### config.mk
export PLATFORM = sky130hd
export DESIGN_NAME = endec_axis_rx_packer
export DESIGN_NICKNAME = d
export VERILOG_FILES = /design/src/rtl/endec_axis_rx_packer.sv
export SDC_FILE = /design/constraint.sdc
export NUM_CORES = 1
export LEC_CHECK = 0
export CELL_PAD_IN_SITES_DETAIL_PLACEMENT = 1
export CELL_PAD_IN_SITES_GLOBAL_PLACEMENT = 2
export CORE_ASPECT_RATIO = 1.75
export CORE_MARGIN = 1
export CORE_UTILIZATION = 28
export CTS_CLUSTER_DIAMETER = 60
export DETAILED_ROUTE_END_ITERATION = 12
export PLACE_DENSITY = 0.85
export SYNTH_ARGS = -nofsm -noshare
export SYNTH_HDL_FRONTEND = slang
export SYNTH_SLANG_ARGS = --single-unit
### constraint.sdc
create_clock -name sys_clk -period 1.6 [get_ports sys_clk]
set_input_delay 0.32 -clock sys_clk [delete_from_list [all_inputs] [get_ports sys_clk]]
set_output_delay 0.32 -clock sys_clk [all_outputs]
set_load 0.02 [all_outputs]
### src/rtl/endec_axis_rx_packer.sv
// ---------------------------------------------------------------------------
// endec_axis_rx_packer
//
// AXI-Stream slave front end for the encoder/decoder core. The first beat of
// every packet is a config word. The payload beats that follow are packed
// MSB-first into either the encoder frame or the decoder frame. The finished
// frame and its config are then held for endec_interface until it takes them.
//
// Handshakes:
//   Upstream AXIS:   a beat transfers on a posedge where i_rx_tvalid and
//                    o_rx_tready are both 1.
//   Downstream:      the frame transfers on a posedge where o_frame_valid and
//                    i_frame_ready are both 1. i_frame_ready is ignored while
//                    no frame is held.
//
// Ports:
//   sys_clk, rst           clock and synchronous active-high reset
//   i_rx_tdata/tvalid/tlast, o_rx_tready   AXIS slave
//   o_code_rate            cfg bit 28
//   o_mode_sel             cfg bit 29 (0 = encode, 1 = decode)
//   o_gen_poly_flat        cfg bits POLY_W-1:0
//   o_enc_frame            packed encoder frame (4 beats)
//   o_dec_frame            packed decoder frame (12 beats)
//   o_frame_valid          frame + cfg complete and stable
//   i_frame_ready          downstream accepts the frame
//   o_err_short            1-cycle pulse: tlast before the frame filled
//   o_err_long             1-cycle pulse: frame filled without tlast
//   o_dbg_state            current FSM state (CFG=0, FILL=1, DRAIN=2, HOLD=3)
//
// Build option:
//   ENDEC_RX_BYTE_SWAP_EN  byte-reverse every accepted beat, the config beat
//                          included, before it is decoded or packed.
// ---------------------------------------------------------------------------
module endec_axis_rx_packer #(
    parameter int DATA_W      = 32,
    parameter int ENC_FRAME_W = 128,
    parameter int DEC_FRAME_W = 384,
    parameter int POLY_W      = 27
) (
    input  logic                   sys_clk,
    input  logic                   rst,
    input  logic [DATA_W-1:0]      i_rx_tdata,
    input  logic                   i_rx_tvalid,
    input  logic                   i_rx_tlast,
    output logic                   o_rx_tready,
    output logic                   o_code_rate,
    output logic                   o_mode_sel,
    output logic [POLY_W-1:0]      o_gen_poly_flat,
    output logic [ENC_FRAME_W-1:0] o_enc_frame,
    output logic [DEC_FRAME_W-1:0] o_dec_frame,
    output logic                   o_frame_valid,
    input  logic                   i_frame_ready,
    output logic                   o_err_short,
    output logic                   o_err_long,
    output logic [1:0]             o_dbg_state
);

    localparam int ENC_BEATS = ENC_FRAME_W / DATA_W;
    localparam int DEC_BEATS = DEC_FRAME_W / DATA_W;
    localparam logic [3:0] ENC_LAST = 4'(ENC_BEATS - 1);
    localparam logic [3:0] DEC_LAST = 4'(DEC_BEATS - 1);

    typedef enum logic [1:0] {
        ST_CFG   = 2'd0,
        ST_FILL  = 2'd1,
        ST_DRAIN = 2'd2,
        ST_HOLD  = 2'd3
    } state_t;

    state_t      state_q;
    state_t      state_d;
    logic [3:0]  cnt_q;
    logic [DATA_W-1:0] beat;
    logic        accept;
    logic [3:0]  last_idx;
    logic        err_short_d;
    logic        err_long_d;

    assign accept      = i_rx_tvalid & o_rx_tready;
    assign last_idx    = o_mode_sel ? DEC_LAST : ENC_LAST;
    assign o_dbg_state = state_q;

`ifdef ENDEC_RX_BYTE_SWAP_EN
    always_comb begin
        beat = '0;
        for (int b = 0; b < DATA_W / 8; b++) begin
            beat[8*b +: 8] = i_rx_tdata[DATA_W-8-8*b +: 8];
        end
    end
`else
    assign beat = i_rx_tdata;
`endif

    // Next-state and error-pulse decode.
    always_comb begin
        state_d     = state_q;
        err_short_d = 1'b0;
        err_long_d  = 1'b0;
        case (state_q)
            ST_CFG: begin
                if (accept) begin
                    // A config-only packet still produces an (all-zero) frame.
                    state_d     = i_rx_tlast ? ST_HOLD : ST_FILL;
                    err_short_d = i_rx_tlast;
                end
            end
            ST_FILL: begin
                if (accept) begin
                    if (cnt_q == last_idx) begin
                        state_d    = i_rx_tlast ? ST_HOLD : ST_DRAIN;
                        err_long_d = ~i_rx_tlast;
                    end else if (i_rx_tlast) begin
                        state_d     = ST_HOLD;
                        err_short_d = 1'b1;
                    end
                end
            end
            ST_DRAIN: begin
                if (accept && i_rx_tlast) begin
                    state_d = ST_HOLD;
                end
            end
            ST_HOLD: begin
                // o_frame_valid is always 1 while holding.
                if (i_frame_ready) begin
                    state_d = ST_CFG;
                end
            end
            default: state_d = ST_CFG;
        endcase
    end

    always_ff @(posedge sys_clk) begin
        if (rst) begin
            state_q         <= ST_CFG;
            cnt_q           <= '0;
            o_rx_tready     <= 1'b0;
            o_code_rate     <= 1'b0;
            o_mode_sel      <= 1'b0;
            o_gen_poly_flat <= '0;
            o_enc_frame     <= '0;
            o_dec_frame     <= '0;
            o_frame_valid   <= 1'b0;
            o_err_short     <= 1'b0;
            o_err_long      <= 1'b0;
        end else begin
            state_q       <= state_d;
            // Ready and valid are registered copies of the next state.
            o_rx_tready   <= (state_d != ST_HOLD);
            o_frame_valid <= (state_d == ST_HOLD);
            o_err_short   <= err_short_d;
            o_err_long    <= err_long_d;

            if (state_q == ST_CFG && accept) begin
                o_gen_poly_flat <= beat[POLY_W-1:0];
                o_code_rate     <= beat[28];
                o_mode_sel      <= beat[29];
                cnt_q           <= '0;
                o_enc_frame     <= '0;
                o_dec_frame     <= '0;
            end

            if (state_q == ST_FILL && accept) begin
                if (!o_mode_sel) begin
                    for (int w = 0; w < ENC_BEATS; w++) begin
                        if (cnt_q == 4'(w)) begin
                            o_enc_frame[ENC_FRAME_W-1-DATA_W*w -: DATA_W] <= beat;
                        end
                    end
                end else begin
                    for (int w = 0; w < DEC_BEATS; w++) begin
                        if (cnt_q == 4'(w)) begin
                            o_dec_frame[DEC_FRAME_W-1-DATA_W*w -: DATA_W] <= beat;
                        end
                    end
                end
                // Saturate on the last word; the FSM leaves FILL there anyway.
                if (cnt_q != last_idx) begin
                    cnt_q <= cnt_q + 4'd1;
                end
            end
        end
    end

endmodule

* After elaboration in Yosys (flattened, before gate mapping)
Index checks and enable logic that the tools add are counted.
** Cells by class
- Add/subtract/negate cells :: 1
- Equality and inequality tests :: 18
- Mux-type cells :: 40
- Bitwise logic cells :: 5
- Reductions and logical operators :: 6
** Operator list (count)
- two-way mux 384 bit :: 3
- two-way mux 32 bit :: 16
- two-way mux 128 bit :: 3
- == test 4 x 3 -> 1 bit, second input constant :: 4
- == test 4 bit, second input constant :: 4
- two-way mux 4 bit :: 4
- two-way mux 2 bit :: 7
- == test 4 x 2 -> 1 bit, second input constant :: 2
- case mux 2 bit (4 select lines) :: 1
- == test 2 bit, second input constant :: 3
- two-way mux 1 bit :: 5
- adder 4 x 1 -> 4 bit, second input constant :: 1
- == test 4 x 1 -> 1 bit, second input constant :: 1
- == test 4 bit :: 1
- logical NOT 4 bit :: 1
- != test 4 bit :: 1
- NOT 1 bit :: 4
- OR reduction 4 bit :: 1
- logical AND 1 bit :: 3
- == test 2 x 1 -> 1 bit, second input constant :: 1
- logical NOT 2 bit :: 1
- != test 2 bit, second input constant :: 1
- case mux 1 bit (2 select lines) :: 1
- AND 1 bit :: 1
** Word-level totals
- Bits in registers :: 551
- Bits of input ports :: 37
- Output and inout port bits :: 547

* Depth between registers and ports, before layout
Gate-level depths: netlist of the first run.
- Depth after elaboration :: 6
- Mapped depth :: 7
- Mapped depth without buffers :: 5

* Worst setup path after synthesis of the first run
OpenSTA, ideal clock, no wires.
- Path kind :: register -> register
- Start :: reg o_rx_tready
- End :: reg o_dec_frame[258]
- Library setup time :: 0.072 ns
- Arrival time :: 1.687 ns
- Required time :: 1.528 ns
- Setup slack :: -0.159 ns
- Cell stages (with the launch flop) :: 5
- Buffers on the path :: 1
- Path through :: dfxtp_1 -> nand4b_4 -> nor4b_4 -> buf_6 -> mux2i_1
** On the way
- Longest elaborated chain between the ends :: 6
- Elaborated cells between the ends (all ways) :: 7
- Classes of those cells :: mux: 4; bitwise: 1; reduce/logical: 2
** RTL lines
- start: declaration :: RTL line 45 : output logic o_rx_tready,
- start signal: assignment :: RTL line 149 : o_rx_tready <= (state_d != ST_HOLD);
- AND 1 bit (*) :: RTL line 79 : assign accept = i_rx_tvalid & o_rx_tready;
- logical AND 1 bit :: RTL line 154 : if (state_q == ST_CFG && accept) begin
- two-way mux 384 bit :: RTL line 154
- two-way mux 32 bit :: RTL line 172 : if (cnt_q == 4'(w)) begin
- two-way mux 384 bit :: RTL line 164 : if (!o_mode_sel) begin
- two-way mux 384 bit (*) :: RTL line 163 : if (state_q == ST_FILL && accept) begin
- end signal: indexed assignment :: RTL line 173 : o_dec_frame[DEC_FRAME_W-1-DATA_W*w -: DATA_W] <= beat;
- end: declaration :: RTL line 50 : output logic [DEC_FRAME_W-1:0] o_dec_frame,
Mark *: on every way between the ends. The rest lies on a longest branch, timed or not.
A chain may end at the register's enable or synchronous reset.

* Worst setup path after layout of the first run
- Start :: reg cnt_q[1]
- End :: reg o_dec_frame[146]
** On the way
- Longest elaborated chain between the ends :: 4
** RTL lines
- start: declaration :: RTL line 72 : logic [3:0] cnt_q;
- start signal: assignment :: RTL line 179 : cnt_q <= cnt_q + 4'd1;
- == test 4 x 3 -> 1 bit :: RTL line 172
- two-way mux 32 bit :: RTL line 172
- two-way mux 384 bit :: RTL line 164
- two-way mux 384 bit :: RTL line 163
Every way passes these cells.

==> metrics.txt, run 1 <==
status finished, violations left; violated checks setup timing; Clk pin slew, worst setup/hold paths around 0.07 ns; Initial Util between 20% and 30%; CP Capture Type register; worst path bufs/invs 3; area of the mapped netlist between 0.02 and 0.025 mm2; Netlist cell types 42; Setup crit start cnt_q[1]; GR Overflow Total 0; drt first pass iters 6; Pleak around 14 nW; gr usage total between 20% and 30%; final slew viol count 0; min-delay src rst; CTS tree built; clock buffer depth 3; setup TNS -3.10 ns; top_reg_cell synth dfxtp_1; cell breakdown of the critical path ha_4 > and2_4 > buf_6 > nand4b_1 > buf_6 > buf_12 > mux2i_1; Worst path slowest cell dfxtp_4; clk_lat worst skew a little over 0.6 ns; Crit Path Max Fanout 8; GPL Wtd Cong approximately 0.83; post-DP HPWL ~60000 um; Row Count around 140; initial antenna violation count 1; FF-to-FF setup slack -0.11 ns; Post-route DRC 0; first-pass GRT wire length ~130000 um; Worst Hold Depth 2; Syn Inst Count 2018; commonest non-fill, non-tap cell in the layout dfxtp_1; reg2reg start cnt_q[1]; Final Hold Vio Count 0; share of cells above drive strength 1 between 30% and 40%; CTS H-tree depth 2; Worst Tran Pin Value roughly 0.4 ns; Setup CP Type register to register; WP data required about 2.1 ns; largest net degree at the start of global routing between 70 and 80; Routed WL 95500 um; Die Width ~220 um; Top Family by Delay on Critical Path buffers and inverters; number of synthesized flops with an enable pin 0; number of DRC markers in iteration 0 between 800 and 900; Period Utilization, post-route 107%; number of synthesis warnings 0; FMAX around 590 MHz; Via Count ~18000; Filler Cell Count a little under 9000; Max stage delay on crit path 0.38 ns; clk_skew approximately 0.019 ns; nets approximately 2700; CTS Sinks around 550; Clock Tree Root clkbuf_16; async set-or-reset flop fraction in the synthesized netlist 0%; Worst R2R Path Depth 7; full die area approximately 0.081 mm2; Power, Total slightly below 30 mW; P per Cell Area slightly above 900 mW/mm2; Syn Area/Cell 11.1 um2; Worst Path Arrival approximately 2.2 ns; Crit path top cell by count buf_6; register area share after synthesis approximately 49%; WHS Endpoint o_gen_poly_flat[20]; IO Pins ~600; Max Cap Viol 0; Die Height around 380 um; Synthesized Nets about 2100; vias in the first global route between 15000 and 20000; Slew headroom 73.9%; Wirelength per Cell around 26 um; Peak supply drop 0.809 mV; Hold WC Path Type input port to register; CTS Hold Bufs 0; PortBufs between 500 and 600; final core occ between 40% and 50%; CP Launch Type register; CTS Buf Count between 50 and 60; r2r endpoint o_dec_frame[146]; Final setup viols around 110; Final Critical Period around 1.7 ns; RSZ-0062 raised after global routing yes; P&R area growth vs syn 42.4%; setup ws final -0.106 ns; Core ar. 0.0795 mm2; Seq cells post-synth 551; commonest non-fill, non-tap cells in the layout 545 x dfxtp_1, 514 x nand3b_1, 502 x mux2i_1; vias per inst about 5.0; Final ANT Viol Nets 0
==> worst max path at each step <==
| stage | endpoint | cells after the start |
|---|---|---|
| after floorplan | o_dec_frame[258] | 5 |
| after global placement | o_dec_frame[378] | 6 |
| after detailed placement | o_dec_frame[378] | 6 |
| after CTS | o_dec_frame[317] | 7 |
| after global routing | o_dec_frame[261] | 7 |
| final | o_dec_frame[146] | 7 |
==> synth_stat cells, drive strengths merged, types with 3 or more instances <==
cell type    n  area, um2
and2         3       20.0
nand3        6       40.0
clkbuf     162        608
nor2         6       25.0
a31oi        3       18.8
dfxtp      551      11000
nand4b       5       88.8
mux2i      512       5120
nand2       65        244
buf         86        574
nand4        5       76.3
nand3b     514       3860
nand2b      34        213
nor4         7       88.8
ha           4       50.1
nor2b        3       18.8
nor3         3       48.8
a21oi       32        160
==> where the power goes <==
group,internal [mW],leakage [nW],switching (mW)
logic,0.887,8.94,1.22
clock network,7.40,0.881,5.82
registers,13.8,4.44,0.0411
total,22.1,14.3,7.09
==> flip-flops by register name, indices dropped and copies added (netlist names) <==
signal,flops
cnt_q,4
o_code_rate,1
o_dbg_state,2
o_dec_frame,384
o_enc_frame,128
o_err_long,1
o_err_short,1
o_frame_valid,1
o_gen_poly_flat,27
o_mode_sel,1
o_rx_tready,1
==> what timing repair did <==
action                      CTS  global route
pin swaps                     5            13
setup buffers                10             8
resized for setup          2081           118
setup endpoints to repair   938           417
cloned                       10            20
==> cell type report <==
cell class / count / area (um2) / area share [%]
Clock buffer: 74 / 1540 / 4.81
Antenna cell: 1 / 2.50 / 0.00783
Tap cell: 1042 / 1300 / 4.08
Multi-Input combinational cell: 1217 / 10400 / 32.5
Clock inverter: 22 / 255 / 0.799
Sequential cell: 551 / 11100 / 34.6
Timing Repair Buffer: 802 / 7390 / 23.1
Inverter: 2 / 12.5 / 0.0392
==> cells by family (layout without fill, tap and decap cells) <==
| family | count (synthesis) | count (layout) | synth area share, % |
|---|---|---|---|
| simple gates | 657 | 657 | 21.4 |
| flops | 551 | 551 | 49.2 |
| mux | 512 | 512 | 22.8 |
| buf+inv | 250 | 900 | 5.30 |
| compound gates | 42 | 42 | 1.04 |
| fa+ha+maj | 4 | 4 | 0.223 |
| xor+xnor | 2 | 2 | 0.0781 |
| other cells | 0 | 1 | 0 |
==> metal layers <==
metal	vias to the layer above	global-route usage [%]	part of all wire, %
li1	8299	-	-
met1	9299	24.7	39
met2	630	37.9	51
met3	160	5.59	6.5
met4	0	8.41	3.9
met5	-	0	0
==> through the flow <==
stage	instances	setup WS, ns	instance area, um2	hold WS (ns)
floorplan	2018	-0.140	22500	0.399
detailed placement	3568	-0.555	30700	0.449
finish	3711	-0.106	31900	0.114
global placement	3568	-0.509	30700	0.445
global route	3710	-0.139	31900	0.0997
CTS	3684	-0.105	31700	0.0793
Power figures use the tool's default switching activity.
==> run 2: changes to the inputs <==
- CTS_CLUSTER_SIZE: default -> 28
- SKIP_CTS_REPAIR_TIMING: default -> 1
==> metrics.txt, run 2 (same netlist as run 1, synthesis figures left out) <==
status finished, violations left (unchanged); violated checks setup timing (unchanged); Peak supply drop 0.823 mV (was 0.809 mV); top sig layer met4 (unchanged); Post-route DRC 0 (unchanged); first-pass GRT wire length 126000 um (was 132000 um); vias per inst 5.04 (was 4.95); min-delay src rst (unchanged); Via Count 18900 (was 18400); clk_skew 0.0348 ns (was 0.0187 ns); Row Count 137 (unchanged); P per Cell Area 756 mW/mm2 (was 912 mW/mm2); Setup crit start cnt_q[1] (unchanged); CTS Buf Count 35 (was 54); Die Width 216 um (unchanged); full die area 0.0813 mm2 (unchanged); gr usage total 20.4% (was 21.5%); vias in the first global route 19200 (was 19700); Setup CP Type register to register (unchanged); WP data required 2.11 ns (was 2.14 ns); Initial Util 28.2% (unchanged); Worst R2R Path Depth 8 (was 7); Worst Path Arrival 2.32 ns (was 2.24 ns); Clk pin slew, worst setup/hold paths 0.10 ns (was 0.07 ns); share of cells above drive strength 1 16.2% (was 33.8%); Final Hold Vio Count 0 (unchanged); CP Capture Type register (unchanged); CP Launch Type register (unchanged); Max stage delay on crit path 0.41 ns (was 0.38 ns); clock buffer depth 3 (unchanged); placed instance area 0.0307 mm2 (unchanged); cell breakdown of the critical path buf_6 > ha_4 > nand2_4 > nor4_4 > buf_6 > buf_6 > buf_12 > mux2i_1 (was ha_4 > and2_4 > buf_6 > nand4b_1 > buf_6 > buf_12 > mux2i_1); largest net degree at the start of global routing 74 (unchanged); commonest non-fill, non-tap cells in the layout 545 x dfxtp_1, 514 x nand3b_1, 506 x dlymetal6s2s_1 (was 545 x dfxtp_1, 514 x nand3b_1, 502 x mux2i_1); CTS H-tree depth 2 (unchanged); P&R area growth vs syn 58.8% (was 42.4%); Die Height 376 um (unchanged); final slew viol count 0 (unchanged); FF-to-FF setup slack -0.21 ns (was -0.11 ns); commonest non-fill, non-tap cell in the layout dfxtp_1 (unchanged); reg2reg start cnt_q[1] (unchanged); RSZ-0062 raised after global routing yes (unchanged); met3 wire length 6540 um (was 6240 um); Core ar. 0.0795 mm2 (unchanged); Worst Tran Pin Value 0.416 ns (was 0.391 ns); final instance area 0.0356 mm2 (was 0.0319 mm2); CTS tree built (unchanged); IO Pins 584 (unchanged); largest reg by FF count o_dec_frame (unchanged); Met2 Wirelength 53100 um (was 48600 um); Max Cap Viol 0 (unchanged); Period Utilization, post-route 113% (was 107%); placed insts 3568 (unchanged); clk_lat worst skew 0.58 ns (was 0.62 ns); Final Critical Period 1.81 ns (was 1.71 ns); GPL Wtd Cong 0.831 (unchanged); Final setup viols 358 (was 111); GR Overflow Total 0 (unchanged); Final ANT Viol Nets 0 (unchanged); Worst path slowest cell dfxtp_4 (unchanged); nets 2717 (was 2669); post-DP HPWL 60400 um (unchanged); CTS Sinks 551 (unchanged); drt first pass iters 5 (was 6); Pleak 23.4 nW (was 14.3 nW); largest registers o_dec_frame: 384 flops, o_enc_frame: 128 flops, o_gen_poly_flat: 27 flops (unchanged); non-filler cells, final 3742 (was 3711); PortBufs 583 (unchanged); Crit Path Max Fanout 8 (unchanged); Crit path top cell by count buf_6 (unchanged); initial antenna violation count 0 (was 1); Hold WC Path Type input port to register (unchanged); Slew headroom 72.2% (was 73.9%); Worst Hold Depth 2 (unchanged); WHS Endpoint o_gen_poly_flat[22] (was o_gen_poly_flat[20]); Routed met1 length 39300 um (was 36900 um); r2r endpoint o_dec_frame[317] (was o_dec_frame[146]); Routed WL 104000 um (was 95500 um); setup ws final -0.212 ns (was -0.106 ns); number of DRC markers in iteration 0 853 (was 820); Clock Tree Root clkbuf_16 (unchanged); setup TNS -19.11 ns (was -3.10 ns); FMAX 552 MHz (was 586 MHz); Wirelength per Cell 27.7 um (was 25.7 um); max reg flops 384 (unchanged)
## run 2: metrics by stage
step | hold WS, ns | utilization (%) | worst slack, ns | total power [mW]
after floorplan | 0.399 | - | -0.140 | 15.1
after global placement | 0.445 | 38.5 | -0.509 | 16.2
after detailed placement | 0.449 | 38.5 | -0.555 | 16.2
after CTS | 0.108 | 40.1 | -0.576 | 26.6
after global routing | 0.147 | 44.8 | -0.227 | 27.8
final | 0.162 | 44.8 | -0.212 | 27.0
## run 2: cell type report
type / instances / area, um2
multi-input combinational: 1217 / 10400
sequential: 551 / 11100
tap: 1042 / 1300
fill: 8263 / 43900
clock buffer: 40 / 947
inverter: 2 / 12.5
timing repair buffer: 869 / 11600
clock inverter: 20 / 288
antenna: 1 / 2.50
## run 2: worst max-delay path by stage
stage,to,slack (ns),cells past startpoint
after floorplan,o_dec_frame[258],-0.14,5
after global placement,o_dec_frame[378],-0.51,6
after detailed placement,o_dec_frame[378],-0.55,6
after CTS,o_dbg_state[0],-0.58,2
after global routing,o_dec_frame[317],-0.23,8
final,o_dec_frame[317],-0.21,8
## run 2: per-layer routing
metal / vias to the layer above / global-route usage (%)
met1: 9600 / 23.9
met5: - / 0
met4: 0 / 7.61
li1: 8381 / -
met3: 176 / 5.90
met2: 705 / 35.0
## run 2: report_power, final
group,switching (mW),internal (mW)
combinational,1.45,1.31
clock,5.64,4.76
sequential,0.0426,13.8
total,7.13,19.8
## run 2: worst max-delay path: cells and delay by family (launching register included)
family        cells  cell delay, ns
fa+ha+maj         1            0.15
buf+inv           4            0.59
flops             1            0.41
mux               1            0.23
simple gates      2            0.34
